--- config.mk ---
export PLATFORM = sky130hd
export DESIGN_NAME = cnt_down_ld
export DESIGN_NICKNAME = d
export VERILOG_FILES = /design/src/rtl/cnt_down_ld.sv
export SDC_FILE = /design/constraint.sdc
export NUM_CORES = 1
export LEC_CHECK = 0
export ABC_AREA = 1
export CAP_MARGIN = 20
export CORE_UTILIZATION = 45
export CTS_CLUSTER_SIZE = 20
export DETAILED_ROUTE_END_ITERATION = 16
export DONT_BUFFER_PORTS = 1
export GPL_ROUTABILITY_DRIVEN = 1
export GPL_TIMING_DRIVEN = 0
export PLACE_DENSITY = 0.66
export SLEW_MARGIN = 0
export SYNTH_ARGS = -nofsm -noshare
export SYNTH_HDL_FRONTEND = slang
export SYNTH_SLANG_ARGS = --single-unit
--- constraint.sdc ---
create_clock -name clk_i -period 1.8 [get_ports clk_i]
set_clock_uncertainty 0.1 [all_clocks]
set_input_delay 0.36 -clock clk_i [delete_from_list [all_inputs] [get_ports clk_i]]
set_output_delay 0.36 -clock clk_i [all_outputs]
set_load 0.01 [all_outputs]
--- src/rtl/cnt_down_ld.sv ---
// Loadable down-counter timer with IDLE/RUN/PAUSE control, optional auto-reload
// and a terminal-count pulse plus sticky flag. All outputs are registered.
module cnt_down_ld #(
  parameter int unsigned CNT_WIDTH = 8
) (
  input  logic                 clk_i,
  input  logic                 arstn_i,
  input  logic                 load_i,
  input  logic [CNT_WIDTH-1:0] load_val_i,
  input  logic                 start_i,
  input  logic                 stop_i,
  input  logic                 cnt_en_i,
  input  logic                 auto_reload_i,
  input  logic                 flag_clr_i,
  output logic [CNT_WIDTH-1:0] cnt_o,
  output logic                 busy_o,
  output logic                 paused_o,
  output logic                 done_o,
  output logic                 tc_flag_o
);

  typedef enum logic [1:0] {StIdle, StRun, StPause} state_e;

  state_e                 r_state_q, r_state_d;
  logic [CNT_WIDTH-1:0]   r_cnt_q, r_cnt_d;
  logic [CNT_WIDTH-1:0]   r_reload_q, r_reload_d;
  logic                   r_busy_q, r_busy_d;
  logic                   r_paused_q, r_paused_d;
  logic                   r_done_q, r_done_d;
  logic                   r_flag_q, r_flag_d;

  logic                   w_tick;
  logic                   w_term;
  logic                   w_reload;
  logic                   w_cnt_nz;

  // A tick only counts if the state was already RUN before this edge.
  assign w_tick   = cnt_en_i && (r_state_q == StRun) && !load_i && !stop_i;
  assign w_term   = w_tick && (r_cnt_q == CNT_WIDTH'(1));
  assign w_reload = auto_reload_i && (r_reload_q != '0);
  assign w_cnt_nz = (r_cnt_q != '0);

  always_ff @(posedge clk_i or negedge arstn_i) begin
    if (!arstn_i) begin
      r_state_q  <= StIdle;
      r_cnt_q    <= '0;
      r_reload_q <= '0;
      r_busy_q   <= 1'b0;
      r_paused_q <= 1'b0;
      r_done_q   <= 1'b0;
      r_flag_q   <= 1'b0;
    end else begin
      r_state_q  <= r_state_d;
      r_cnt_q    <= r_cnt_d;
      r_reload_q <= r_reload_d;
      r_busy_q   <= r_busy_d;
      r_paused_q <= r_paused_d;
      r_done_q   <= r_done_d;
      r_flag_q   <= r_flag_d;
    end
  end

  always_comb begin
    r_state_d = r_state_q;
    if (load_i) begin
      r_state_d = StIdle;
    end else begin
      unique case (r_state_q)
        StRun: begin
          if (stop_i) begin
            r_state_d = StPause;
          end else if (w_term && !w_reload) begin
            r_state_d = StIdle;
          end
        end
        StIdle, StPause: begin
          if (start_i && w_cnt_nz) begin
            r_state_d = StRun;
          end
        end
        default: r_state_d = StIdle;
      endcase
    end
  end

  always_comb begin
    r_cnt_d    = r_cnt_q;
    r_reload_d = r_reload_q;
    r_flag_d   = r_flag_q;
    if (load_i) begin
      r_cnt_d    = load_val_i;
      r_reload_d = load_val_i;
      r_flag_d   = 1'b0;
    end else if (w_term) begin
      r_cnt_d  = w_reload ? r_reload_q : '0;
      r_flag_d = 1'b1;
    end else begin
      if (w_tick && w_cnt_nz) begin
        r_cnt_d = r_cnt_q - CNT_WIDTH'(1);
      end
      if (flag_clr_i) begin
        r_flag_d = 1'b0;
      end
    end
    r_done_d   = w_term;
    r_busy_d   = (r_state_d == StRun);
    r_paused_d = (r_state_d == StPause);
  end

  assign cnt_o     = r_cnt_q;
  assign busy_o    = r_busy_q;
  assign paused_o  = r_paused_q;
  assign done_o    = r_done_q;
  assign tc_flag_o = r_flag_q;

endmodule
Word-level counts from Yosys, hierarchy flattened
Index checks and enable logic that the tools add are counted.
{ "word_totals": {"output_inout_bits": 12, "reg_bits": 22, "wordCells": 42} }
{ "op_classes": {"reduce_logical": 17, "eq_ne": 5, "addsub": 1, "n_mux": 12} }
{ "op_table": {"columns": ["cell", "n"], "rows": [
  ["8-bit 2-to-1 mux", 4],
  ["8-bit nonzero test", 2],
  ["8-bit by 1-bit equality test with 1-bit output, second input constant", 1],
  ["1-bit logical AND", 8],
  ["2-bit 2-to-1 mux", 4],
  ["8-bit by 1-bit subtractor with 8-bit output, second input constant", 1],
  ["3-bit nonzero test", 2],
  ["2-bit by 1-bit equality test with 1-bit output, second input constant", 2],
  ["2-bit equality test, second input constant", 2],
  ["2-bit case mux with 2 select lines", 1],
  ["1-bit zero test", 3],
  ["1-bit 2-to-1 mux", 3],
  ["2-bit zero test", 1],
  ["2-bit OR reduction", 1]
]} }

Longest topological paths before layout
Gate-level depths: netlist of run 1.
{ "depth": {"depth_word": 11, "ltp_mapped": 11, "ltp_nobuf": 11} }

Worst setup path after synthesis of run 1
No wires, ideal clock.
{ "synth_timing": {"kind": "flip-flop to flip-flop", "start": "register r_cnt_q[1], in the netlist cnt_o[1]", "end": "register r_cnt_q[3], in the netlist cnt_o[3]", "setup_time_ns": 0.117, "arrival_ns": 1.396, "slack_ns": 0.187, "path_stages_with_launch": 11, "cell_sequence": "dfrtp_1 -> inv_1 -> ha_1 -> nand2_2 -> nor2_4 -> nand2_4 -> nand3_4 -> buf_8 -> nand2_2 -> nor2_1 -> nor2_1"} }
{ "synth_via": {"elab_chain_cells": 4, "elab_cells_between_ends": 9, "cone_classes": "add/sub (1); eq/ne (1); mux (3); reduce/logical (4)"} }
{ "synth_lines": {"columns": ["element", "line", "text"], "rows": [
  ["from (decl)", "25", "logic [CNT_WIDTH-1:0] r_cnt_q, r_cnt_d;"],
  ["from (signal assigned)", "54", "r_cnt_q <= r_cnt_d;"],
  ["8-bit by 1-bit subtractor with 8-bit output or 8-bit by 1-bit equality test with 1-bit output (tied branches)", "99, 39", null],
  ["8-bit 2-to-1 mux or 1-bit logical AND (tied branches)", "98, 39", null],
  ["8-bit 2-to-1 mux", "94", "end else if (w_term) begin"],
  ["8-bit 2-to-1 mux", "90", "if (load_i) begin"]
]} }
Parallel ways exist; a longest one is shown, timed or not. The select of a mux whose other input is x is not followed.
A chain may end at the register's enable or synchronous reset.

Worst setup path after layout of run 1
{ "layout_timing": {"start": "register r_cnt_q[1], in the netlist cnt_o[1]", "end": "register r_cnt_q[5], in the netlist cnt_o[5]"} }
The elaborated chain is that of the path after synthesis.

==> results of run 1 <==
## state kept, by name, indices dropped and copies added (netlist names)
name / cells
busy_o: 1
cnt_o: 8
done_o: 1
paused_o: 1
r_reload_q: 8
r_state_q: 2
tc_flag_o: 1
## cell families (layout without fill, tap and decap cells)
family          after synthesis  in the layout  synth area share (%)
xor+xnor                      1              1                 0.614
fa+ha+maj                     3              3                  2.63
simple gates                128            128                  40.9
flops                        22             22                  38.6
buf+inv                      32             44                  10.2
compound gates               18             18                  7.11
## how the worst max path moves through the flow
stage,start,to,cells after the start
final,cnt_o[1],cnt_o[5],11
after global placement,cnt_o[1],cnt_o[3],10
after global routing,cnt_o[1],cnt_o[4],12
after detailed placement,cnt_o[1],cnt_o[3],10
after floorplan,cnt_o[1],cnt_o[3],10
after CTS,cnt_o[0],cnt_o[3],9
## stage by stage
step | worst slack, ns | hold WS [ns] | utilization (%) | power [W] | instance area, µm²
global route | -0.0421 | 0.0934 | 55.5 | 0.00128 | 1680
CTS | 0.00707 | 0.0703 | 50.8 | 0.00116 | 1540
floorplan | 0.187 | -0.0356 | - | 0.000810 | 1430
finish | 0.0633 | 0.0790 | 55.5 | 0.00120 | 1680
global placement | -0.0332 | -0.0352 | 48.9 | 0.000860 | 1480
detailed placement | -0.0661 | -0.0353 | 48.9 | 0.000866 | 1480
## cell type report
cell class | count | area, µm² | share of cell area (%)
well taps | 44 | 55.1 | 3.27
plain buffers | 4 | 35.0 | 2.08
repair buffers | 8 | 104 | 6.18
clock buffers | 4 | 36.3 | 2.16
inverters | 28 | 110 | 6.55
multi-input cells | 150 | 786 | 46.7
flip-flops and latches | 22 | 556 | 33.0
## cells in the final DEF, fill, tap and decap left out, types with 2 or more instances in the layout
cell type / n
nor2_4: 5
inv_2: 3
nor2_2: 5
ha_4: 2
a21oi_1: 8
a21oi_2: 3
nand2_4: 2
o21ai_0: 7
clkbuf_4: 3
buf_6: 2
inv_1: 24
dfrtp_2: 4
nor2_1: 28
nand3_1: 23
nand2_2: 7
nand4_1: 2
dfrtp_1: 18
buf_4: 4
nand2_1: 54
## cell usage after synthesis (all sizes together)
cell,number
a21oi,11
buf,3
clkbuf,1
dfrtp,22
ha,3
inv,28
nand2,63
nand3,24
nand4,2
nor2,38
o21ai,7
or2,1
xor2,1
## power by group through the flow
stage	clock (W)	combinational [W]	sequential [W]
2_1_floorplan	0	0.000204	0.000606
3_3_place_gp	0	0.000242	0.000617
6_report	0.000276	0.000312	0.000616
4_1_cts	0.000287	0.000266	0.000610
3_5_place_dp	0	0.000246	0.000620
5_1_grt	0.000304	0.000356	0.000624
## repair_timing
item,4_1_cts,5_1_grt
pin swaps,0,5
hold buffers,1,0
setup endpoints to repair,6,10
resized for setup,2,18
buffers inserted,1,4
gates cloned,0,1
hold endpoints to repair,22,0
## layer usage
layer | vias up | track usage (%)
li1 | 658 | -
met1 | 568 | 29.8
met2 | 42 | 33.8
met3 | 2 | 3.08
met4 | 0 | 6.12
met5 | - | 0
## worst min-delay path, cell delays in order
cell,delay (ns)
nor2_1,0.02
nand2_1,0.04
nand2_1,0.04
==> qor.yml, run 1 <==
whs_path_depth: 3
grt_pass1_wl_um: 5530
wl_met3_um: 202
ir_worst_vdd_mv: 0.366
outcome: "complete, no violations"
die_y_um: 58.3
antenna_found_initial: 0
clkSlewWorstSetupHoldPaths_ns: 0.13
crit_fanout: 8
synthCells: 204
avgViaCountPerCell: 4.88
syn-num-nets: 223
ys_seq_area_share_pct: 38.6
overflow: 0
start_util_pct: 47.1
cts-root-buf: "clkbuf_4"
dp.cells: 248
hold_viol: 0
p_per_area_nw_per_um2: 716
max-cap-violations: 0
finalCritPeriodShare_pct: 96.5
r2r_end: "cnt_o[5]"
start_kind: "register"
highest_layer: "met4"
slowest_delay_ns: 0.47
routabilityCongestion: 0.905
clock_path_buffers: 2
drive_above_1_share_pct: 22.2
max_freq_mhz: 576
worst_pin_slew_ns: 0.369
die_x_um: 58.3
via_count: 1270
setup_viol: 0
setup_tns_ns: 0
p_leak_nw: 0.843
tritoncts: "done"
hp-start: "flag_clr_i"
drtAntennaViolNets: 0
num_io_pins: 28
drv_slew: 0
crit_chain: "inv_2, buf_6, ha_4, inv_1, nor2_2, nand2_2, nand2_2, nand3_4, clkbuf_16, nor2_1, a21oi_2"
areaGrowthSynthToFinish_pct: 17.9
p_switching_w: 0.000412
syn_area_um2: 1430
yosysWarnings: 0
sw_frac_of_total_pct: 34.2
cp-end-kind: "register"
critPathBufInv: 4
crit_type: "reg2reg"
cpLargestDelayFamily: "simple AND/OR/NAND/NOR gates"
cp_common_cell: "nand2_2"
grt_pass1_vias: 1204
slew_headroom_pct: 75.4
reg2reg_slack_ns: 0.06
cts_max_level: 1
seq_power_share_pct: 51.1
p_int_w: 0.000793
ys_ff_latch: 22
comb_power_share_pct: 25.9
final_cell_count_no_fill: 260
antennaDiodeCount: 0
met1_length_um: 1600
drt-total-wl_um: 3410
r2r_start: "cnt_o[1]"
hold_end: "tc_flag_o"
critPathArrivalTime_ns: 1.85
crit_slowest_cell: "dfrtp_2"
drt_first_pass_iters: 4
clk_latency_ns: 0.30
row_count: 20
cts_buffers: 3
synthTopCellsByArea: "dfrtp_1 (39%), nand2_1 (14%), nor2_1 (8.7%)"
cts.sinks: 22
first_iter_violations: 56
synth_top_area_cell: "dfrtp_1"
io_buffers: 0
fillers: 296
fin_nets: 236
synth.distinct_cells: 23
min_period_ns: 1.74
place_hpwl_um: 2470
track_usage_pct: 21.1
grt_max_degree: 23
synth_top_area_share_pct: 38.6
wire_per_inst_um: 13.1
avgSynthCellArea_um2: 6.99
rr_worst_depth: 11
coreArea_um2: 3030
drc: 0
p_clk_share_pct: 22.9
wl_met2_um: 1590
cp.required_ns: 1.91
hold_class: "in2reg"
dieArea_um2: 3400
(Power assumes the default switching activity.)
==> inputs of run 2 (changes only) <==
--- a/config.mk
+++ b/config.mk
@@ -5,7 +5,6 @@
 export SDC_FILE = /design/constraint.sdc
 export NUM_CORES = 1
 export LEC_CHECK = 0
-export ABC_AREA = 1
 export CAP_MARGIN = 20
 export CORE_UTILIZATION = 45
 export CTS_CLUSTER_SIZE = 20
@@ -13,7 +12,7 @@
 export DONT_BUFFER_PORTS = 1
 export GPL_ROUTABILITY_DRIVEN = 1
 export GPL_TIMING_DRIVEN = 0
-export PLACE_DENSITY = 0.66
+export PLACE_DENSITY = 0.59
 export SLEW_MARGIN = 0
 export SYNTH_ARGS = -nofsm -noshare
 export SYNTH_HDL_FRONTEND = slang
==> run 2 against run 1 <==
Net effect: the flow now finishes with violations (setup timing); synthesized cell count is 35% lower; worst setup slack worse by 0.34 ns; routed wire length is 4.3% lower; register-to-register slack worse by 0.34 ns; synthesized area is 9.8% lower; first-iteration DRC count is 27% lower; combinational power is 14% lower; clock power is 19% lower.
==> qor.yml, run 2 <==
clock_path_buffers: 2
first_iter_violations: 41
syn-num-nets: 152
ys_seq_area_share_pct: 42.8
synthCells: 133
layout_setup_ws_ns: -0.280
areaGrowthSynthToFinish_pct: 24.1
die_x_um: 55.5
cp.required_ns: 1.92
via_count: 1107
num_io_pins: 28
syn_area_um2: 1290
grt_max_degree: 23
reg2reg_slack_ns: -0.28
start_util_pct: 47.0
drive_above_1_share_pct: 34.7
crit_fanout: 6
synth_edf_count: 0
seq_power_share_pct: 55.2
critPathLaunch: "cnt_o[5]"
wl_met3_um: 119
avgViaCountPerCell: 6.22
io_buffers: 0
hold_class: "in2reg"
crit_path_end: "cnt_o[2]"
rsz0062_at_grt: "true"
critPathArrivalTime_ns: 2.20
synth.distinct_cells: 44
grt_pass1_vias: 1117
ys_top_cells_by_count: "dfrtp_1 (22), a21oi_1 (13), inv_1 (9)"
row_count: 19
hold_viol: 0
outcome: "complete, but fails checks"
synthTopCellsByArea: "dfrtp_1 (43%), a21oi_1 (5.1%), mux2_2 (4.4%)"
p_per_area_nw_per_um2: 687
violations: "setup timing"
synth_top_area_share_pct: 42.8
r2r_end: "cnt_o[2]"
p_switching_w: 0.000356
drt_first_pass_iters: 4
setup_viol: 13
ys_ff_latch: 22
start_kind: "register"
comb_power_share_pct: 24.5
coreArea_um2: 2730
avgSynthCellArea_um2: 9.67
p_leak_nw: 0.634
cts.sinks: 22
finalCritPeriodShare_pct: 116
antenna_found_initial: 0
place_hpwl_um: 2260
met1_length_um: 1540
async_flop_share_pct: 100
place_area_um2: 1340
synthFlopType: "dfrtp_1"
dieArea_um2: 3080
final_cell_mix: "dfrtp_1 (18), a21oi_1 (11), buf_4 (9), inv_1 (7)"
p_int_w: 0.000741
cp-end-kind: "register"
fillers: 244
fin_nets: 168
drv_slew: 0
min_period_ns: 2.08
die_y_um: 55.5
sw_frac_of_total_pct: 32.4
ir_worst_vdd_mv: 0.513
drt-total-wl_um: 3260
synth_top_area_cell: "dfrtp_1"
tritoncts: "done"
grt_pass1_wl_um: 5530
yosysWarnings: 0
final_cell_count_no_fill: 178
overflow: 0
dp.cells: 164
cts_buffers: 3
highest_layer: "met4"
fin_area_um2: 1600
crit_type: "reg2reg"
r2r_start: "cnt_o[5]"
antennaDiodeCount: 0
cts-root-buf: "clkbuf_4"
track_usage_pct: 23.0
wire_per_inst_um: 18.3
mostFrequentLayoutCell: "dfrtp_1"
drtAntennaViolNets: 0
max_freq_mhz: 481
rr_worst_depth: 4
clkSlewWorstSetupHoldPaths_ns: 0.12
clk_latency_ns: 0.31
drc: 0
cts_max_level: 1
yosysMostFrequentCell: "dfrtp_1"
slew_headroom_pct: 59.9
worst_pin_slew_ns: 0.602
p_clk_share_pct: 20.3
max-cap-violations: 0
routabilityCongestion: 0.870
wl_met2_um: 1560
[run 2: cell count changes after synthesis, sizes merged, moves of 4 or more]
cell | previous run | this run
nand2b | 0 | 4
nor2 | 38 | 6
o31ai | 0 | 4
inv | 28 | 9
nand2 | 63 | 4
mux2 | 0 | 5
clkbuf | 1 | 6
nand3 | 24 | 2
nor4 | 0 | 5
[run 2: cells by family (layout without fill, tap and decap cells)]
group	Yosys count	count (layout)	share of synthesized area, %
multiplexers	5	5	4.38
flip-flops	22	22	42.8
XOR/XNOR	3	3	2.04
buffers and inverters	17	31	5.64
adder cells (fa/ha/maj)	3	3	2.92
AO/OA/AOI/OAI	41	41	22.0
AND/OR/NAND/NOR	42	42	20.2
[run 2: power groups by stage]
stage | Clock, W | Sequential (W) | Combinational (W)
2_1_floorplan | 0 | 0.000588 | 0.000163
3_3_place_gp | 0 | 0.000604 | 0.000194
3_5_place_dp | 0 | 0.000605 | 0.000196
4_1_cts | 0.000237 | 0.000600 | 0.000233
5_1_grt | 0.000254 | 0.000614 | 0.000298
6_report | 0.000223 | 0.000605 | 0.000269
[run 2: how the worst min path moves through the flow]
stage	start	endpoint	slack [ns]	cells after the start
after floorplan	arstn_i	busy_o	-0.04	0
after global placement	arstn_i	cnt_o[6]	-0.04	0
after detailed placement	arstn_i	cnt_o[6]	-0.04	0
after CTS	load_val_i[6]	cnt_o[6]	0.08	2
after global routing	load_val_i[7]	r_reload_q[7]	0.07	1
final	load_val_i[7]	r_reload_q[7]	0.09	1
[run 2: worst max-delay path, cell delays in order (launching register included)]
cell and delay (ns):
dfrtp_2 0.50, or4_4 0.57, o41a_4 0.39, or3b_1 0.35, o211ai_1 0.09
[run 2: timing repair]
item	CTS	global route
gates cloned	0	0
hold endpoints to repair	22	0
hold buffers	1	0
resized for setup	12	27
setup buffers	7	3
pin swaps	5	4
endpoints found under the setup margin	14	14
[run 2: cell type report]
type	count	area (µm²)	share of cell area, %
multi-input combinational	94	792	49.6
sequential	22	556	34.8
timing repair buffer	12	116	7.29
tap	31	38.8	2.43
buffer	7	37.5	2.35
inverter	9	33.8	2.12
clock buffer	3	22.5	1.41
[run 2: layer usage]
layer	global-route usage (%)	up-vias
met2	34.6	22
met1	33.3	552
met3	3.51	5
met4	9.29	0
met5	0	-
li1	-	528
[run 2: through the flow]
stage / setup TNS [ns] / hold slack [ns] / utilization, % / power, W / setup slack, ns
after CTS: -3.07 / 0.0774 / 53.4 / 0.00107 / -0.392
after floorplan: -1.94 / -0.0356 / - / 0.000751 / -0.356
after global placement: -5.96 / -0.0351 / 48.8 / 0.000798 / -0.609
after global routing: -3.51 / 0.0716 / 58.4 / 0.00117 / -0.363
after detailed placement: -5.55 / -0.0351 / 48.8 / 0.000801 / -0.551
final: -2.63 / 0.0884 / 58.4 / 0.00110 / -0.280
